<file path="src/rtl/config_pkg.sv">
// Shared types and constants for the fabric configuration loader
// and the tile-side address decoders.
package config_pkg;

    typedef enum logic [2:0] {
        ST_IDLE,
        ST_ADDR,
        ST_DATA,
        ST_STROBE,
        ST_DONE
    } cfg_state_e;

    localparam logic [31:0] CFG_TERMINATOR = 32'hFFFF_FFFF;

    localparam int CFG_COMP_W = 16;
    localparam int CFG_TILE_W = 16;
    localparam int CFG_ADDR_W = CFG_COMP_W + CFG_TILE_W;

    localparam logic [CFG_COMP_W-1:0] CFG_COMP_CLB = 16'd5;
    localparam logic [CFG_COMP_W-1:0] CFG_COMP_CB  = 16'd6;
    localparam logic [CFG_COMP_W-1:0] CFG_COMP_SB  = 16'd7;

endpackage

</file>
<file path="src/rtl/config_loader.sv">
// Streams address/data pairs onto the tile configuration bus.
// Optional checksum at the terminator: CONFIG_LOADER_CHECKSUM_EN.
module config_loader
    import config_pkg::*;
#(
    parameter int HOLD_CYCLES = 1,
    parameter int COUNT_W     = 16
) (
    input  logic               clk,
    input  logic               reset,
    input  logic               start,
    input  logic [31:0]        in_word,
    input  logic               in_valid,
    output logic               in_ready,
    output logic [31:0]        config_addr,
    output logic [31:0]        config_data,
    output logic               config_en,
    output logic               busy,
    output logic               done,
    output logic [COUNT_W-1:0] word_count,
    output logic               error
);

    localparam logic [3:0] HOLD_LAST = 4'(HOLD_CYCLES - 1);

    cfg_state_e            state_q;
    cfg_state_e            state_d;
    logic [CFG_ADDR_W-1:0] addr_q;
    logic [3:0]            hold_q;
    logic                  done_q;

    logic arm;
    logic load_addr;
    logic bus_write;
    logic term_hit;
    logic strobe_end;

    always_ff @(posedge clk) begin
        if (reset) begin
            state_q <= ST_IDLE;
        end else begin
            state_q <= state_d;
        end
    end

    // in_ready is a pure state decode; in_valid only steers the next state
    always_comb begin
        state_d    = state_q;
        in_ready   = 1'b0;
        config_en  = 1'b0;
        busy       = 1'b0;
        arm        = 1'b0;
        load_addr  = 1'b0;
        bus_write  = 1'b0;
        term_hit   = 1'b0;
        strobe_end = 1'b0;
        unique case (state_q)
            ST_IDLE, ST_DONE: begin
                if (start) begin
                    arm     = 1'b1;
                    state_d = ST_ADDR;
                end
            end
            ST_ADDR: begin
                in_ready = 1'b1;
                busy     = 1'b1;
                if (in_valid) begin
                    load_addr = 1'b1;
                    state_d   = ST_DATA;
                end
            end
            ST_DATA: begin
                in_ready = 1'b1;
                busy     = 1'b1;
                if (in_valid) begin
                    if (addr_q == CFG_TERMINATOR) begin
                        term_hit = 1'b1;
                        state_d  = ST_DONE;
                    end else begin
                        bus_write = 1'b1;
                        state_d   = ST_STROBE;
                    end
                end
            end
            ST_STROBE: begin
                config_en = 1'b1;
                busy      = 1'b1;
                if (hold_q == HOLD_LAST) begin
                    strobe_end = 1'b1;
                    state_d    = ST_ADDR;
                end
            end
            default: state_d = ST_IDLE;
        endcase
    end

    always_ff @(posedge clk) begin
        if (reset) begin
            addr_q      <= '0;
            hold_q      <= '0;
            config_addr <= '0;
            config_data <= '0;
            word_count  <= '0;
            done_q      <= 1'b0;
        end else begin
            if (arm) begin
                word_count <= '0;
                done_q     <= 1'b0;
            end
            if (load_addr) begin
                addr_q <= in_word;
            end
            if (bus_write) begin
                config_addr <= addr_q;
                config_data <= in_word;
            end
            if (term_hit) begin
                done_q <= 1'b1;
            end
            if (strobe_end && (word_count != '1)) begin
                word_count <= word_count + 1'b1;
            end
            if (bus_write) begin
                hold_q <= '0;
            end else if (state_q == ST_STROBE) begin
                hold_q <= hold_q + 4'd1;
            end
        end
    end

    assign done = done_q;

`ifdef CONFIG_LOADER_CHECKSUM_EN
    logic [31:0] csum_q;
    logic        error_q;

    always_ff @(posedge clk) begin
        if (reset) begin
            csum_q  <= '0;
            error_q <= 1'b0;
        end else begin
            if (arm) begin
                csum_q  <= '0;
                error_q <= 1'b0;
            end
            if (bus_write) begin
                csum_q <= csum_q ^ in_word;
            end
            if (term_hit) begin
                error_q <= (csum_q != in_word);
            end
        end
    end

    assign error = error_q;
`else
    assign error = 1'b0;
`endif

endmodule

</file>
<file path="config.mk">
export PLATFORM = sky130hd
export DESIGN_NAME = config_loader
export DESIGN_NICKNAME = d
export VERILOG_FILES = /design/src/rtl/config_pkg.sv /design/src/rtl/config_loader.sv
export SDC_FILE = /design/constraint.sdc
export NUM_CORES = 1
export LEC_CHECK = 0
export CAP_MARGIN = 20
export CORE_UTILIZATION = 25
export CTS_CLUSTER_SIZE = 25
export DETAILED_ROUTE_END_ITERATION = 8
export GPL_ROUTABILITY_DRIVEN = 1
export PLACE_DENSITY = 0.51
export SETUP_SLACK_MARGIN = 0.3
export SYNTH_ARGS = -nofsm -noshare
export SYNTH_HDL_FRONTEND = slang
export SYNTH_SLANG_ARGS = --single-unit
</file>
<file path="constraint.sdc">
create_clock -name clk -period 3.05 [get_ports clk]
set_input_delay 0.915 -clock clk [delete_from_list [all_inputs] [get_ports clk]]
set_output_delay 0.915 -clock clk [all_outputs]
set_load 0.01 [all_outputs]
</file>
==> reports/metrics.csv <==
metric,value,unit
grt-ovfl-total,0,
path_clk_slew,0.06,ns
grt_max_degree,173,
totalWireLength,14100,um
fmax,0.377,GHz
die_h,149,um
numCtsBuffers,17,
post-route-period-util,0.869,
grt_pass1_wl,22800,um
worst_slew_pin_slew,0.770,ns
portBuffers,119,
p_sw_frac,0.247,
firstDrtPassIters,6,
syn_inst,591,
power.switching,973,uW
yosysSeqAreaShare,0.446,
die_x,149,um
cts_hold_buffers,0,
p_int,2970,uW
p_seq_frac,0.418,
cts_buffer_depth,2,
grt_antenna_before_repair,0,
final_cell_mix,"nand2b_1 (129), dfxtp_1 (118), clkdlybuf4s50_1 (118)",
synth_area,5390,sq um
yosys_warnings,0,
cts.sinks,120,
cpMaxStageDelayCell,clkdlybuf4s50_1,
cpPeakStageDelay,0.60,ns
p_per_area,534,nW/um^2
startpoint_type,register,
core,21100,sq um
gr-usage-all-layers,0.133,
finalCriticalPeriod,2.65,ns
final_util,0.350,
required,2.13,ns
initialDrtViolationCount,252,
wire_per_inst,14.4,um
place_congestion,0.830,
endpoint_kind,output port,
via_per_inst,4.52,
slew_violations,0,
hold_viol_final,0,
drive_above_1_share,0.0750,
num_rows,53,
path_class,register to output port,
worst_ir_drop_vdd,307,uV
setup-tns-final,0,ns
combPwrFrac,0.092,
final_nets,733,
fill_cells,2216,
io_pins,121,
crit_fanout,8,
start_util,0.255,
grt_pass1_vias,4366,
syn2layout_area_growth,37.1,%
cts_tree,done,
leakage,0.00238,uW
setup_viol,0,
root_buffer,clkbuf_16,
clockPowerShare,0.490,
hold_path.class,register to register,
rsz0062_at_grt,false,
relSlewSlack,0.482,
ant_nets,0,
crit_chain,and3b_2 > clkdlybuf4s50_1,
die_area,22100,sq um
clk_latency,0.41,ns
holdWs,0.471,ns
synth_seq_cells,120,
final_common_cell,nand2b_1,
dr_total_vias,4438,
diodes,0,
htreeDepth,4,
regArea,2400,sq um
multi_input_area,2760,sq um
dpl.hpwl,9390,um
worstPathArrival,1.74,ns
status,"complete, no violations",
syn_nets,630,
skew,0.0119,ns
max-cap-violations,0,
avgSynthCellArea,9.11,sq um
drc,0,
yosysUniqueCellTypes,49,
state kept, by name (all words and copies together) (netlist names):
signal and cells:
addr_q 32, config_addr 32, config_data 32, done 1, hold_q 4, state_q 3
word_count 16
metal layers:
| metal | GRT usage | vias up | part of all wire |
|---|---|---|---|
| li1 | - | 2218 | - |
| met1 | 0.164 | 2078 | 0.45 |
| met2 | 0.200 | 124 | 0.44 |
| met3 | 0.0609 | 18 | 0.090 |
| met4 | 0.0505 | 0 | 0.018 |
| met5 | 0 | - | 0 |
cell type report:
cell class                 instances  share of cell area
clock buffer                      20              0.0619
tap                              275              0.0466
timing repair buffer             126               0.172
multi-input combinational        422               0.374
inverter                           7             0.00356
sequential                       120               0.326
clock inverter                    12              0.0163
power groups by stage:
stage	Clock (uW)	Combinational, uW	Sequential, uW
6_report	1930	362	1650
4_1_cts	1990	368	1650
3_5_place_dp	0	366	1680
3_3_place_gp	0	361	1680
2_1_floorplan	0	216	1680
5_1_grt	2080	397	1660
worst paths after layout:
| path | slack [ns] | from | depth (start not counted) | end |
|---|---|---|---|---|
| min reg2reg | 0.47 | addr_q[2] | 2 | addr_q[2] |
| max | 0.40 | state_q[2] | 2 | config_en |
| min | 0.47 | addr_q[2] | 2 | addr_q[2] |
| max reg2reg | 0.97 | word_count[0] | 6 | word_count[8] |
cells by family (layout without fill, tap and decap cells):
kind of cell,Yosys count,in the layout,synth area share
buf+inv,49,165,0.0439
fa+ha+maj,3,3,0.00697
xor+xnor,5,5,0.00813
compound gates,66,66,0.0767
simple gates,280,280,0.293
mux,67,67,0.125
other cells,1,1,0.000696
flops,120,120,0.446
cells in the mapped netlist (all sizes together):
cell / instances / area, sq um
nand2b: 129 / 807
dfxtp: 120 / 2400
nand2: 74 / 278
mux2i: 66 / 661
a21oi: 39 / 195
clkbuf: 28 / 106
nand4: 16 / 121
buf: 14 / 104
nor3: 11 / 55.1
nor2: 9 / 33.8
nor4: 9 / 62.6
a221o: 8 / 80.1
nand3: 8 / 40.0
inv: 7 / 26.3
o21ai: 5 / 25.0
or4: 5 / 37.5
a31oi: 3 / 18.8
ha: 3 / 37.5
nand3b: 3 / 22.5
nor3b: 3 / 22.5
o211ai: 3 / 27.5
xnor2: 3 / 26.3
and2: 2 / 12.5
and3b: 2 / 17.5
o21a: 2 / 15.0
or2: 2 / 12.5
or3: 2 / 12.5
xor2: 2 / 17.5
a2111oi: 1 / 8.76
a211o: 1 / 8.76
a21boi: 1 / 7.51
a22o: 1 / 8.76
a31o: 1 / 8.76
a41oi: 1 / 8.76
and2b: 1 / 7.51
and3: 1 / 6.26
and4bb: 1 / 12.5
conb: 1 / 3.75
mux2: 1 / 11.3
nor2b: 1 / 6.26
nor4b: 1 / 8.76
what timing repair did:
action,CTS,global route
buffers inserted,0,0
gates cloned,0,0
gates resized for setup,1,2
setup endpoints to repair,1,2
per-stage QoR:
step / total power (uW) / area, sq um / std cells / worst slack [ns]
final: 3950 / 7380 / 982 / 0.399
after global routing: 4140 / 7380 / 982 / 0.325
after CTS: 4010 / 7380 / 982 / 0.318
after detailed placement: 2050 / 6800 / 950 / 0.443
after global placement: 2040 / 6800 / 950 / 0.470
after floorplan: 1890 / 5390 / 591 / 0.912
worst max-delay path: cells and delay by family, from the launching register on:
kind                   cells  cell delay [ns]
buffers and inverters      1             0.60
AND/OR/NAND/NOR            1             0.34
flip-flops                 1             0.39
Power figures use the tool's default switching activity.
